--- src/rtl/uart_tx_datapath.sv ---
// UART transmit datapath: holding register, baud counter, bit counter and shift register.
// Define UART_TX_PARITY_EN to insert an even-parity bit between the data and stop bits.
module uart_tx_datapath #(
  parameter int CLKS_PER_BIT = 434,
  parameter int DATA_BITS    = 8
) (
  input  logic                 clk,
  input  logic                 Rst,
  input  logic [DATA_BITS-1:0] tx_data,
  input  logic                 load,
  input  logic                 enable_start,
  input  logic                 enable_count,
  input  logic                 tx_enable,
  output logic                 start_send,
  output logic                 byte_send,
  output logic                 tx_out,
  output logic                 busy
);

  localparam int BAUD_W = (CLKS_PER_BIT > 1) ? $clog2(CLKS_PER_BIT) : 1;
  localparam int BIT_W  = (DATA_BITS > 1) ? $clog2(DATA_BITS) : 1;
  localparam logic [BAUD_W-1:0] BAUD_LAST = BAUD_W'(CLKS_PER_BIT - 1);
  localparam logic [BIT_W-1:0]  BIT_LAST  = BIT_W'(DATA_BITS - 1);

`ifdef UART_TX_PARITY_EN
  typedef enum logic [2:0] {IDLE, START, DATA, PARITY, STOPB} state_t;
`else
  typedef enum logic [2:0] {IDLE, START, DATA, STOPB} state_t;
`endif

  state_t                 state_q;
  logic [DATA_BITS-1:0]   hold_q;
  logic [DATA_BITS-1:0]   shift_q;
  logic [BAUD_W-1:0]      baud_q;
  logic [BIT_W-1:0]       bit_q;
`ifdef UART_TX_PARITY_EN
  logic                   parity_q;
`endif

  logic                   baud_end_d;
  logic [DATA_BITS-1:0]   send_byte_d;
  logic                   line_d;

  assign baud_end_d  = (baud_q == BAUD_LAST);
  // A load coinciding with enable_start bypasses straight into the shift register.
  assign send_byte_d = load ? tx_data : hold_q;

  always_ff @(posedge clk or posedge Rst) begin
    if (Rst) begin
      state_q  <= IDLE;
      hold_q   <= '0;
      shift_q  <= '0;
      baud_q   <= '0;
      bit_q    <= '0;
`ifdef UART_TX_PARITY_EN
      parity_q <= 1'b0;
`endif
    end else begin
      case (state_q)
        IDLE: begin
          if (load) begin
            hold_q <= tx_data;
          end
          if (enable_start) begin
            state_q  <= START;
            shift_q  <= send_byte_d;
            baud_q   <= '0;
            bit_q    <= '0;
`ifdef UART_TX_PARITY_EN
            parity_q <= ^send_byte_d;
`endif
          end
        end

        START: begin
          if (!enable_start) begin
            state_q <= IDLE;
            baud_q  <= '0;
          end else if (baud_end_d) begin
            state_q <= DATA;
            baud_q  <= '0;
            bit_q   <= '0;
          end else begin
            baud_q <= baud_q + 1'b1;
          end
        end

        DATA: begin
          if (!enable_count) begin
            state_q <= IDLE;
            baud_q  <= '0;
          end else if (baud_end_d) begin
            baud_q  <= '0;
            shift_q <= shift_q >> 1;
            bit_q   <= bit_q + 1'b1;
            if (bit_q == BIT_LAST) begin
`ifdef UART_TX_PARITY_EN
              state_q <= PARITY;
`else
              state_q <= STOPB;
`endif
            end
          end else begin
            baud_q <= baud_q + 1'b1;
          end
        end

`ifdef UART_TX_PARITY_EN
        PARITY: begin
          if (!enable_count) begin
            state_q <= IDLE;
            baud_q  <= '0;
          end else if (baud_end_d) begin
            state_q <= STOPB;
            baud_q  <= '0;
          end else begin
            baud_q <= baud_q + 1'b1;
          end
        end
`endif

        STOPB: begin
          if (!enable_count || baud_end_d) begin
            state_q <= IDLE;
            baud_q  <= '0;
          end else begin
            baud_q <= baud_q + 1'b1;
          end
        end

        default: begin
          state_q <= IDLE;
          baud_q  <= '0;
        end
      endcase
    end
  end

  always_comb begin
    line_d = 1'b1;
    case (state_q)
      START:  line_d = 1'b0;
      DATA:   line_d = shift_q[0];
`ifdef UART_TX_PARITY_EN
      PARITY: line_d = parity_q;
`endif
      default: line_d = 1'b1;
    endcase
  end

  // Pulses are gated by the tcu enables so an aborting cycle never reports completion.
  assign start_send = (state_q == START) && enable_start && baud_end_d;
  assign byte_send  = (state_q == STOPB) && enable_count && baud_end_d;
  assign tx_out     = tx_enable ? line_d : 1'b1;
  assign busy       = (state_q != IDLE);

endmodule
--- config.mk ---
export PLATFORM = sky130hd
export DESIGN_NAME = uart_tx_datapath
export DESIGN_NICKNAME = d
export VERILOG_FILES = /design/src/rtl/uart_tx_datapath.sv
export SDC_FILE = /design/constraint.sdc
export NUM_CORES = 1
export LEC_CHECK = 0
export ABC_CLOCK_PERIOD_IN_PS = 6300
export CAP_MARGIN = 20
export CORE_AREA = 2 2 72 74
export DETAILED_ROUTE_END_ITERATION = 10
export DIE_AREA = 0 0 74 76
export GPL_TIMING_DRIVEN = 0
export PLACE_DENSITY = 0.62
export SKIP_LAST_GASP = 1
export SYNTH_ARGS = -nofsm -noshare
export SYNTH_HDL_FRONTEND = slang
export SYNTH_SLANG_ARGS = --single-unit
--- constraint.sdc ---
create_clock -name clk -period 6.3 [get_ports clk]
set_clock_uncertainty 0.15 [all_clocks]
set_input_delay 0.945 -clock clk [delete_from_list [all_inputs] [get_ports clk]]
set_output_delay 0.945 -clock clk [all_outputs]
set_load 0.03 [all_outputs]
==> Word-level counts from Yosys, hierarchy flattened <==
Index checks and enable logic that the tools add are counted.
{ "totals": {"ff_bits": 31, "latchBits": 0, "ram_bits": 0, "mem_bits_ro": 0, "wordCells": 61, "n_memories": 0} }
{ "op_classes": {"n_addsub": 2, "mul": 0, "div_mod_pow": 0, "order_cmp": 0, "n_eq_ne": 14, "shifts": 0, "mux": 27, "bitwise": 0, "n_reduce_logical": 13} }
{ "ops": {"columns": ["operator", "n"], "rows": [
  ["9-bit 2-to-1 mux", 5],
  ["3-bit 2-to-1 mux", 12],
  ["9-bit one-hot mux with 4 select lines", 1],
  ["8-bit 2-to-1 mux", 4],
  ["8-bit one-hot mux with 2 select lines", 1],
  ["2-bit != test (second input constant)", 6],
  ["3-bit one-hot mux with 4 select lines", 1],
  ["9-bit by 1-bit adder with 9-bit output (second input constant)", 1],
  ["9-bit == test (second input constant)", 1],
  ["3-bit != test (second input constant)", 3],
  ["3-bit one-hot mux with 3 select lines", 1],
  ["3-bit by 2-bit == test with 1-bit output (second input constant)", 2],
  ["6-bit AND reduction", 1],
  ["3-bit nonzero test", 2],
  ["5-bit AND reduction", 1],
  ["1-bit logical AND", 4],
  ["4-bit AND reduction", 1],
  ["3-bit by 1-bit adder with 3-bit output (second input constant)", 1],
  ["3-bit by 1-bit == test with 1-bit output (second input constant)", 1],
  ["3-bit == test (second input constant)", 1],
  ["3-bit zero test", 1],
  ["1-bit one-hot mux with 2 select lines", 1],
  ["2-bit nonzero test", 1],
  ["1-bit zero test", 1],
  ["other kinds (2)", 2]
]} }

==> Logic depth before layout (Yosys ltp) <==
{ "depth": {"word_depth": 5, "ltp_mapped": 8, "ltp_nobuf": 6} }

==> Least setup slack after synthesis <==
Ideal clock, no wire load.
{ "synth_path": {"path_type": "register to output", "start": "reg state_q[1]", "end": "out tx_out", "arrival_ps": 1701, "t_required_ps": 5205, "slack_ps": 3504, "path_stages_with_launch": 6, "n_path_buf": 2, "cell_sequence": "dfrtp_1 -> clkbuf_1 -> nor2b_1 -> clkbuf_1 -> nor2b_1 -> o21ai_0"} }
{ "synth_between": {"elab_chain_cells": 3, "word_cells_on_any_way": 4} }
{ "synth_lines": {"columns": ["item", "line", "source"], "rows": [
  ["start: declaration", "31", "state_t state_q;"],
  ["start signal: assignment", "50", "state_q <= IDLE;"],
  ["start signal: assignment", "65", "state_q <= START;"],
  ["start signal: assignment", "77", "state_q <= IDLE;"],
  ["3-bit by 2-bit == test with 1-bit output / 3-bit by 1-bit == test with 1-bit output (equally long branches)", "141", "case (state_q)"],
  ["1-bit one-hot mux with 2 select lines (*)", "141", null],
  ["1-bit 2-to-1 mux (*)", "154", "assign tx_out = tx_enable ? line_d : 1'b1;"],
  ["end: declaration", "16", "output logic tx_out,"]
]} }
Every way passes the cells marked *; elsewhere a longest branch is shown, timed or not.

==> Final worst setup path <==
{ "layout_path": {"start": "in enable_count", "end": "out byte_send"} }
{ "layout_between": {"elab_chain_cells": 2} }
{ "layout_lines": {"columns": ["item", "line", "source"], "rows": [
  ["start: declaration", "12", "input logic enable_count,"],
  ["1-bit logical AND (2 in series)", "153", "assign byte_send = (state_q == STOPB) && enable_count && baud_end_d;"],
  ["end: declaration", "15", "output logic byte_send,"]
]} }
Every way passes these cells.

==> impl_metrics.env <==
export IMPL_ys_types=32
export IMPL_synth_nets=185
export IMPL_cts_sinks=30
export IMPL_grt_total_usage_pct=13.5
export IMPL_grt_first_pass_wirelength_mm=5.91
export IMPL_antenna_left=0
export IMPL_final_area_mm2=0.00201
export IMPL_htree_num_levels=2
export IMPL_grt_start_max_net_pins=18
export IMPL_fin_crit_ps=3630
export IMPL_post_drt_wl_per_cell_um=12.4
export IMPL_cap_violations=0
export IMPL_power_density_mw_per_mm2=300
export IMPL_slew_headroom_pct=58.0
export IMPL_portBuffers=16
export IMPL_placed_area_mm2=0.00187
export IMPL_nets=209
export IMPL_fmax_ghz=0.275
export IMPL_die_w_um=74
export IMPL_final_util_pct=40.9
export IMPL_hold_path_class="reg -> reg"
export IMPL_detail_route_first_pass_iterations=4
export IMPL_startpoint_type="input port"
export IMPL_ys_seq_area_share_pct=47.2
export IMPL_route_detailed_drc=0
export IMPL_cp_max_fo=5
export IMPL_ios=18
export IMPL_tightestPinTransition_ps=630
export IMPL_clk_pin_slew_ps=70
export IMPL_ys_flop_type="dfrtp_1"
export IMPL_drtIter0Drc=41
export IMPL_dieArea_mm2=0.00562
export IMPL_ys_ff_latch=30
export IMPL_timing_final_ws_setup_ps=2670
export IMPL_async_reset_ff_share_pct=100
export IMPL_crit_arrival_ps=2540
export IMPL_via_per_inst=4.94
export IMPL_cts_repair_resized=0
export IMPL_syn_avg_cell_area_um2=9.52
export IMPL_place_ws_ps=2690
export IMPL_area_growth_pct=26.3
export IMPL_syn_inst=167
export IMPL_rows=26
export IMPL_ys_warn_count=0
export IMPL_clockRootBuffer="clkbuf_8"
export IMPL_grt_pass1_vias=1301
export IMPL_status="finished clean"
export IMPL_cp_end_kind="primary output"
export IMPL_ir_worst_vdd_uv=135
export IMPL_rsz0062_at_grt="false"
export IMPL_syn_area_mm2=0.00159
export IMPL_p_leak_nw=0.840
export IMPL_post_dp_hpwl_mm=2.38
export IMPL_cts_tree="yes"
export IMPL_clock_latency_ps=290
export IMPL_setup_viol=0
export IMPL_postCtsSetupBuffers=0
export IMPL_start_util_pct=32.4
export IMPL_clock_path_buffers=2
export IMPL_antenna_found_initial=0
export IMPL_maxSlewViolCount=0
export IMPL_timing_final_crit_share_pct=57.7
export IMPL_core_mm2=0.00491
export IMPL_drive_above_1_share_pct=12.0
export IMPL_hold_buffers=0
export IMPL_finalHoldViolations=0
export IMPL_antenna_cells=0
export IMPL_cts_buffers_inserted=5
export IMPL_grt_overflow_total=0
export IMPL_die_height_um=76
export IMPL_final_fill_count=489
export IMPL_required_ps=5200
export IMPL_synth_edf_count=0
export IMPL_drt_wl_total_mm=3.25
export IMPL_worst_setup_path_type="in -> out"
export IMPL_tns_ps=0
export IMPL_vias=1294
export IMPL_gp_congestion=0.829
## flip-flops by register name, indices dropped and copies added, names as in the netlist
signal and cells:
hold_q 8, state_q 2, baud_q 9, shift_q 8
bit_q 3
## per-layer routing
| layer | GRT usage (%) | vias to the layer above | routed length, um |
|---|---|---|---|
| li1 | - | 649 | - |
| met1 | 18.0 | 604 | 1550 |
| met2 | 20.1 | 34 | 1450 |
| met3 | 4.50 | 7 | 201 |
| met4 | 4.91 | 0 | 52 |
| met5 | 0 | - | 0 |
## through the flow
stage	std cells	total power, mW	hold slack (ps)
2_1_floorplan	167	0.326	299
3_3_place_gp	253	0.356	311
3_5_place_dp	254	0.362	320
4_1_cts	262	0.611	335
5_1_grt	262	0.637	366
6_report	262	0.603	328
## layout make-up
type	count	area [um2]	area share, %
Clock inverter	2	60.1	2.99
Multi-Input combinational cell	120	773	38.5
Buffer	10	40.0	1.99
Inverter	7	26.3	1.31
Clock buffer	6	82.6	4.11
Tap cell	70	87.6	4.36
Timing Repair Buffer	17	188	9.35
Sequential cell	30	751	37.4
## critical path, cell delays in order
cell             delay, ps
clkdlybuf4s50_1        560
nand2_1                150
nor2_1                 190
clkdlybuf4s50_1        700
## cells in the mapped netlist, drive strengths merged (2+ instances only)
master | n | area (um2)
nand3 | 9 | 45.0
inv | 7 | 26.3
nor2 | 7 | 26.3
ha | 4 | 50.1
a21oi | 2 | 10.0
o21ai | 25 | 129
nor2b | 2 | 12.5
buf | 3 | 12.5
dfrtp | 30 | 751
mux2 | 10 | 113
and3 | 3 | 18.8
o22ai | 2 | 12.5
clkbuf | 7 | 27.5
a31oi | 8 | 50.1
nand4 | 4 | 25.0
mux2i | 8 | 80.1
or4 | 3 | 22.5
nand2 | 21 | 78.8
xor2 | 2 | 17.5
## power breakdown
| part | internal [mW] | total, mW | leakage [nW] | switching, mW |
|---|---|---|---|---|
| clock network | 0.169 | 0.247 | 0.0714 | 0.0779 |
| registers | 0.232 | 0.255 | 0.385 | 0.0230 |
| logic | 0.0504 | 0.102 | 0.383 | 0.0518 |
| total | 0.451 | 0.603 | 0.840 | 0.153 |
## final timing paths
path | startpoint | endpoint | slack (ps) | depth (start not counted)
max reg2reg | baud_q[1]$_DFFE_PP0P_ | state_q[0]$_DFFE_PP0P_ | 4040 | 7
max in group asynchronous | Rst | shift_q[6]$_DFFE_PP0P_ | 4610 | 3
min | hold_q[4]$_DFFE_PP0P_ | hold_q[4]$_DFFE_PP0P_ | 330 | 2
max | enable_count | byte_send | 2670 | 4
min reg2reg | hold_q[4]$_DFFE_PP0P_ | hold_q[4]$_DFFE_PP0P_ | 330 | 2
min in group asynchronous | Rst | bit_q[1]$_DFFE_PP0P_ | 880 | 2
## cells by family after synthesis
family,share of synthesized area (%)
XOR/XNOR,1.10
adder cells (fa/ha/maj),3.15
AO/OA/AOI/OAI,13.8
AND/OR/NAND/NOR,18.5
multiplexers,12.1
buffers and inverters,4.17
flip-flops,47.2
## cell usage in the layout (no fill, tap or decap), types with 2 or more instances in the layout
cell type        netlist  layout
dfrtp_1               30      30
o21ai_0               24      24
nand2_1               21      21
clkdlybuf4s50_1        0      16
mux2_2                10      10
nand3_1                9       9
a31oi_1                8       8
mux2i_1                8       8
inv_1                  7       7
nor2_1                 7       7
clkbuf_1               6       6
clkbuf_8               0       6
nand4_1                4       4
ha_1                   4       4
and3_1                 3       3
or4_1                  3       3
buf_1                  2       2
a21oi_1                2       2
nor2b_1                2       2
o22ai_1                2       2
xor2_1                 2       2
bufinv_16              0       2
Power figures use the tool's default switching activity.
